### src/rtl/seg_scan_ctrl.sv
// Round-robin scan controller sharing one active-low 7-segment bus across four common-anode digits.
// Define SCAN_BLANK_EN to insert BLANK_CYC all-off cycles between digits (anti-ghosting).
module seg_scan_ctrl #(
   parameter int unsigned SCAN_DIV = 100000
`ifdef SCAN_BLANK_EN
   ,
   parameter int unsigned BLANK_CYC = 4
`endif
) (
   input  logic        CLK,
   input  logic        RESET,
   input  logic        EN,
   input  logic [15:0] DIGITS,
   input  logic [3:0]  VALID,
   output logic        a,
   output logic        b,
   output logic        c,
   output logic        d,
   output logic        e,
   output logic        f,
   output logic        g,
   output logic [3:0]  AN
);

   localparam int unsigned PcntW = (SCAN_DIV > 2) ? $clog2(SCAN_DIV) : 1;
   localparam logic [PcntW-1:0] PcntLast = PcntW'(SCAN_DIV - 1);
   localparam logic [PcntW-1:0] PcntOne  = PcntW'(1);

   localparam logic [6:0] SegOff  = 7'b1111111;
   localparam logic [6:0] SegDash = 7'b1111110;
   localparam logic [3:0] AnOff   = 4'b1111;

`ifdef SCAN_BLANK_EN
   localparam logic [7:0] BcntLast = 8'(BLANK_CYC - 1);

   typedef enum logic [1:0] {StIdle, StShow, StBlank} state_e;
`else
   typedef enum logic [1:0] {StIdle, StShow} state_e;
`endif

   state_e           state_q;
   logic [1:0]       ptr_q;
   logic [PcntW-1:0] pcnt_q;
   logic [6:0]       seg_q;
   logic [3:0]       an_q;
`ifdef SCAN_BLANK_EN
   logic [7:0]       bcnt_q;
`endif

   logic [1:0] ptr_nxt;
   logic [3:0] dig_nxt;
   logic       vld_nxt;
   logic [3:0] an_nxt;
   logic [3:0] dig_first;

   // Segment pattern {a,b,c,d,e,f,g}, active-low; invalid or non-decimal shows a dash.
   function automatic logic [6:0] decode(input logic [3:0] val, input logic vld);
      logic [6:0] seg;
      seg = SegDash;
      if (vld) begin
         case (val)
            4'd0:    seg = 7'b0000001;
            4'd1:    seg = 7'b1001111;
            4'd2:    seg = 7'b0010010;
            4'd3:    seg = 7'b0000110;
            4'd4:    seg = 7'b1001100;
            4'd5:    seg = 7'b0100100;
            4'd6:    seg = 7'b1100000;
            4'd7:    seg = 7'b0001111;
            4'd8:    seg = 7'b0000000;
            4'd9:    seg = 7'b0000100;
            default: seg = SegDash;
         endcase
      end
      return seg;
   endfunction

   always_comb begin
      ptr_nxt   = ptr_q + 2'd1;
      dig_nxt   = DIGITS[{ptr_nxt, 2'b00} +: 4];
      vld_nxt   = VALID[ptr_nxt];
      an_nxt    = ~(4'b0001 << ptr_nxt);
      dig_first = DIGITS[3:0];
   end

   always_ff @(posedge CLK) begin
      if (RESET) begin
         state_q <= StIdle;
         ptr_q   <= 2'd0;
         pcnt_q  <= '0;
         seg_q   <= SegOff;
         an_q    <= AnOff;
`ifdef SCAN_BLANK_EN
         bcnt_q  <= 8'd0;
`endif
      end else if (!EN) begin
         state_q <= StIdle;
         ptr_q   <= 2'd0;
         pcnt_q  <= '0;
         seg_q   <= SegOff;
         an_q    <= AnOff;
`ifdef SCAN_BLANK_EN
         bcnt_q  <= 8'd0;
`endif
      end else begin
         case (state_q)
            StIdle: begin
               state_q <= StShow;
               ptr_q   <= 2'd0;
               pcnt_q  <= '0;
               an_q    <= 4'b1110;
               seg_q   <= decode(dig_first, VALID[0]);
            end
            StShow: begin
               if (pcnt_q == PcntLast) begin
                  pcnt_q <= '0;
`ifdef SCAN_BLANK_EN
                  state_q <= StBlank;
                  bcnt_q  <= 8'd0;
                  an_q    <= AnOff;
                  seg_q   <= SegOff;
`else
                  // Back-to-back switch: next digit is sampled and shown on this edge.
                  ptr_q <= ptr_nxt;
                  an_q  <= an_nxt;
                  seg_q <= decode(dig_nxt, vld_nxt);
`endif
               end else begin
                  pcnt_q <= pcnt_q + PcntOne;
               end
            end
`ifdef SCAN_BLANK_EN
            StBlank: begin
               if (bcnt_q == BcntLast) begin
                  state_q <= StShow;
                  ptr_q   <= ptr_nxt;
                  pcnt_q  <= '0;
                  an_q    <= an_nxt;
                  seg_q   <= decode(dig_nxt, vld_nxt);
               end else begin
                  bcnt_q <= bcnt_q + 8'd1;
               end
            end
`endif
            default: begin
               state_q <= StIdle;
               ptr_q   <= 2'd0;
               pcnt_q  <= '0;
               seg_q   <= SegOff;
               an_q    <= AnOff;
            end
         endcase
      end
   end

   assign {a, b, c, d, e, f, g} = seg_q;
   assign AN = an_q;

endmodule

### config.mk
export PLATFORM = sky130hd
export DESIGN_NAME = seg_scan_ctrl
export DESIGN_NICKNAME = d
export VERILOG_FILES = /design/src/rtl/seg_scan_ctrl.sv
export SDC_FILE = /design/constraint.sdc
export NUM_CORES = 1
export LEC_CHECK = 0
export ABC_AREA = 1
export ABC_CLOCK_PERIOD_IN_PS = 2040
export BUFFER_PORTS_ARGS = -buffer_cell sky130_fd_sc_hd__buf_2
export CORE_MARGIN = 5
export CORE_UTILIZATION = 51
export CTS_CLUSTER_DIAMETER = 80
export DETAILED_ROUTE_END_ITERATION = 10
export PLACE_DENSITY = 0.76
export SETUP_SLACK_MARGIN = 0.4
export SLEW_MARGIN = 30
export SYNTH_ARGS = -nofsm -noshare
export SYNTH_HDL_FRONTEND = slang
export SYNTH_SLANG_ARGS = --single-unit
export TNS_END_PERCENT = 1
### constraint.sdc
create_clock -name CLK -period 2.04 [get_ports CLK]
set_clock_uncertainty 0.1 [all_clocks]
set_input_delay 0.408 -clock CLK [delete_from_list [all_inputs] [get_ports CLK]]
set_output_delay 0.408 -clock CLK [all_outputs]
set_load 0.05 [all_outputs]
* Word level (Yosys, flattened, before mapping)
Memories as Yosys holds them, arrays and structs flattened.
Index checks and enable logic that the tools add are counted.
W data, S select, Z words.
** Storage, ports and cells
- Input bits :: 23
- Register bits after elaboration :: 32
- Output and inout port bits :: 11
- ROM bits :: 224
- Memories kept :: 2
** Operators by class
- Shifts and indexed selects :: 2
- Mux-type cells :: 9
- Add/sub/neg operators :: 2
- Bitwise operators :: 3
- $lt $le $gt $ge :: 1
- Eq/ne operators :: 3
- Reduce and logical (&&, ||, !) cells :: 4
** Memories
- (name not given) :: depth 16, bits a word 7, rd ports 1, clocked after memory_dff 0, write ports 0, RTL line 61 : case (val)
- (name not given) :: depth 16, bits a word 7, rd ports 1, clocked after memory_dff 0, write ports 0, RTL line 61
** Operator list (number)
- $mux W7 :: 3
- $add A17 B1 Y17 const B :: 1
- $eq A17 B17 Y1 const B :: 1
- $shiftx A16 B5 Y4 :: 1
- $pmux W7 S2 :: 1
- $pmux W4 S2 :: 1
- $mux W4 :: 1
- $not A4 Y4 :: 1
- $pmux W2 S2 :: 1
- $reduce_or A4 Y1 :: 1
- $shl A1 B2 Y4 const A :: 1
- $lt A2 B3 Y1 const B :: 1
- $reduce_or A3 Y1 :: 1
- $add A2 B1 Y2 const B :: 1
- $bmux W1 S2 :: 1
- $eq A2 B1 Y1 const B :: 1
- $logic_not A2 Y1 :: 1
- $ne A2 B2 Y1 const B :: 1
- $not A1 Y1 :: 2
- $reduce_or A2 Y1 :: 1
- $mux W1 :: 1

* Depth between registers and ports, before layout
- Depth in word-level cells :: 6
- Mapped depth :: 14
- Mapped depth without buffers :: 13

* Least setup slack after synthesis
OpenSTA, ideal clock, no wires.
- Kind :: flip-flop to flip-flop
- From :: register ptr_q[0]
- To :: register seg_q[6]
- Library setup time :: 0.117 ns
- Path slack :: -0.195 ns
- Required time :: 1.823 ns
- Buffers on the path :: 1
- Cell stages (with the launch flop) :: 15
- Period minus slack after synthesis :: 2.235 ns
- Data arrival time :: 2.018 ns
- Cell sequence :: dfxtp_1 inv_2 buf_6 ha_1 inv_1 nand3_1 nand2_1 inv_1 ha_1 nor2_1 nand3_1 nand3_1 nand2_1 nand2_1 a21oi_2
** Between the ends
- Longest elaborated chain between the ends :: 6
** RTL lines
- from (decl) :: RTL line 42 : logic [1:0] ptr_q;
- from (signal assigned) :: RTL line 124 : ptr_q <= ptr_nxt;
- $add A2 B1 Y2 (*) :: RTL line 79 : ptr_nxt = ptr_q + 2'd1;
- via ptr_nxt[0] :: RTL line 50 : logic [1:0] ptr_nxt;
- $shiftx A16 B5 Y4 / $bmux W1 S2 (equally long branches) :: RTL line 80, 81
- $mem_v2 Z16 W7 / $mux W1 (equally long branches)
- $mux W7 (*) :: RTL line 60 : if (vld) begin
- $mux W7 (*) :: RTL line 115 : if (pcnt_q == PcntLast) begin
- $pmux W7 S2 (*) :: RTL line 106 : case (state_q)
- to (signal assigned) :: RTL line 100 : seg_q <= SegOff;
- to (signal assigned) :: RTL line 112 : seg_q <= decode(dig_first, VALID[0]);
- to (signal assigned) :: RTL line 126 : seg_q <= decode(dig_nxt, vld_nxt);
- to (decl) :: RTL line 44 : logic [6:0] seg_q;
Mark *: on every way through the listed nets, which the timed path passes. The rest lies on a longest branch. The select of a mux whose other input is x is not followed.
A chain may end at the register's enable or synchronous reset.

* Worst setup path in the final report
- From :: register ptr_q[1]
- To :: register seg_q[2]
The elaborated chain is that of the path after synthesis.

==> flow_summary.yaml <==
status:
  status: "complete, no violations"
power_and_ir_drop:
  power_density_nw_per_um2: 560.6
  ir_drop_mv: 0.4654
  p_leak_nw: 1.083
  power_w: 0.001453
floorplan:
  io_pins: 34
  die_y_um: 73.08
  core_area_um2: 3943
  fp-row-count: 23
  start_util_pct: 51.48
  dieArea_um2: 5341
  die_w_um: 73.08
logic_synthesis:
  synth_area_leaders: "dfxtp_1, nand2_1, ha_1, nor2_1, nand3_1"
  ys_types: 30
  syn-num-nets: 333
  synth_top_area_cell: "dfxtp_1"
  ys_seq_area_share_pct: 30.58
  post_synth.cell_area_avg_um2: 6.926
  yosys_warnings: 0
  ys_ff_latch: 31
  syn_inst: 293
  netlist.area_leader.share_pct: 30.58
  syn_area_um2: 2029
cts:
  numCtsBuffers: 5
  cts_sinks: 31
  cts.clk_slew.worst_paths_ns: 0.07
  cts_tree: "built"
  cts.path.max_buffers: 2
  hold_buffers: 0
  htreeDepth: 2
  clock_latency_ns: 0.28
  clockRootBuffer: "clkbuf_8"
setup_path:
  crit_buf_inv: 3
  max_stage_delay_ns: 0.34
  crit_arrival_ns: 1.89
  worstPathCellList: "inv_2 -> ha_4 -> inv_6 -> buf_4 -> nand3_2 -> nand2_2 -> nand2_1 -> a21oi_1 -> nand2_1 -> nand2_1 -> a21oi_1"
  path_common_cell: "nand2_1"
  critPathSlowestCell: "dfxtp_2"
  critPathCaptureType: "register"
  critPathMaxFanout: 6
  critPathLaunchType: "register"
  crit_family: "simple AND/OR/NAND/NOR gates"
  worst-setup-path-type: "reg2reg"
  required_ns: 2.11
routing:
  vias_per_cell: 5.003
  wl_um: 4392
  detail-route-antenna-nets: 0
  drc: 0
  dr_total_vias: 1941
  drt-pass1-iter-count: 4
  avgRoutedWirePerCell_um: 11.32
  drt_iter0_drc: 63
placement:
  routabilityCongestion: 0.9179
  io_buffers: 33
  place_hpwl_um: 3338
cells_and_area:
  fin_nets: 377
  diodes: 0
  layout_common_cells: "nand2_1, nor2_1, buf_2, dfxtp_1"
  n_fill_cell: 352
  layout-drive-gt1-share_pct: 27.81
  synthToLayoutAreaGrowth_pct: 27.68
  final_common_cell: "nand2_1"
global_route:
  met1_usage_pct: 20.45
  use_met3_pct: 4.132
  met2_usage_pct: 29.89
  busiest_layer: "met2"
  grt_pass1_vias: 1807
  grt_max_degree: 18
  grt_overflow: 0
  antenna_found_initial: 0
  track_usage_pct: 17.42
  grt_pass1_wl_um: 7438
timing:
  worst_slew_pin_slew_ns: 0.3207
  min_period_ns: 1.823
  report.final.hold_viol_count: 0
  maxSlewHeadroom_pct: 78.59
  fmax_mhz: 548.7
  fin_crit_sh_pct: 89.34
  fin_tns_setup_ns: 0
  drv_slew: 0
  setup_viol: 0
  rsz0062_at_grt: "true"
min_path:
  hold_class: "in2reg"
job:
  drv_cap: 0
cells in the mapped netlist:
library cell / number
a21oi_1: 8
a21oi_2: 4
a31o_2: 1
a32oi_1: 1
buf_2: 5
buf_4: 2
buf_6: 1
clkinv_1: 1
dfxtp_1: 31
ha_1: 17
inv_1: 26
inv_2: 3
nand2_1: 66
nand2_2: 2
nand2_4: 3
nand3_1: 28
nand3_2: 5
nand3b_1: 1
nand4_1: 3
nor2_1: 51
nor2_2: 1
nor2_4: 3
nor3_1: 4
nor3b_1: 2
o211ai_1: 4
o21ai_0: 10
o22ai_1: 1
or2_0: 1
xnor2_1: 3
xor2_1: 5
state kept, by name, summed over array words and instances (netlist names):
name / count
seg_q: 7
state_q: 1
ptr_q: 2
pcnt_q: 17
AN: 4
worst paths after layout:
| path | start | endpoint | slack (ns) | cells past startpoint |
|---|---|---|---|---|
| setup reg to reg | ptr_q[1] | seg_q[2] | 0.22 | 11 |
| setup / recovery | ptr_q[1] | seg_q[2] | 0.22 | 11 |
| hold / removal | RESET | state_q[0] | 0.23 | 2 |
| hold reg to reg | pcnt_q[0] | pcnt_q[0] | 0.35 | 1 |
final cells by class:
cell class	count	area, um^2	share of cell area [%]
multi-input combinational	224	1390	53.65
sequential	31	623.1	24.05
timing repair buffer	45	267.8	10.33
inverter	30	130.1	5.022
clock buffer	6	82.58	3.187
tap	50	62.56	2.414
clock inverter	2	35.03	1.352
power breakdown:
group	total, W	internal (W)	switching, W
logic	0.000207	0.0000742	0.000133
clock network	0.000621	0.000395	0.000226
registers	0.000624	0.000616	0.00000801
per-layer routing:
layer	share of wire, %	wire length (um)	vias up
li1	-	-	1026
met5	0	0	-
met2	49	2150	41
met3	4.4	192	12
met1	44	1924	862
met4	2.8	123	0
worst register-to-register path: stages, from the launching register on:
cell	delay (ns)
dfxtp_2	0.34
inv_2	0.06
ha_4	0.29
inv_6	0.09
buf_4	0.11
nand3_2	0.14
nand2_2	0.17
nand2_1	0.10
a21oi_1	0.14
nand2_1	0.07
nand2_1	0.06
a21oi_1	0.05
through the flow:
step / std cells / cell area [um^2] / utilization, % / hold slack [ns] / setup slack (ns)
finish: 388 / 2591 / 65.73 / 0.2293 / 0.2174
detailed placement: 374 / 2322 / 58.90 / 0.3412 / 0.1788
global route: 388 / 2591 / 65.73 / 0.2287 / 0.1241
floorplan: 293 / 2088 / - / 0.3175 / 0.2182
global placement: 374 / 2322 / 58.90 / 0.3287 / 0.2382
CTS: 384 / 2456 / 62.30 / 0.2243 / 0.2625
cells by family after synthesis:
group	synth area share, %
flops	30.58
simple gates	38.59
buf+inv	8.076
xor+xnor	3.453
fa+ha+maj	10.48
compound gates	8.817
repair_timing:
item / 4_1_cts / 5_1_grt
setup buffers: 2 / 4
setup endpoints to repair: 12 / 24
resized for setup: 2 / 17
endpoints found under the hold margin: 0 / 0
pin swaps: 1 / 7
Note: power is estimated with default switching activity, not from simulation.
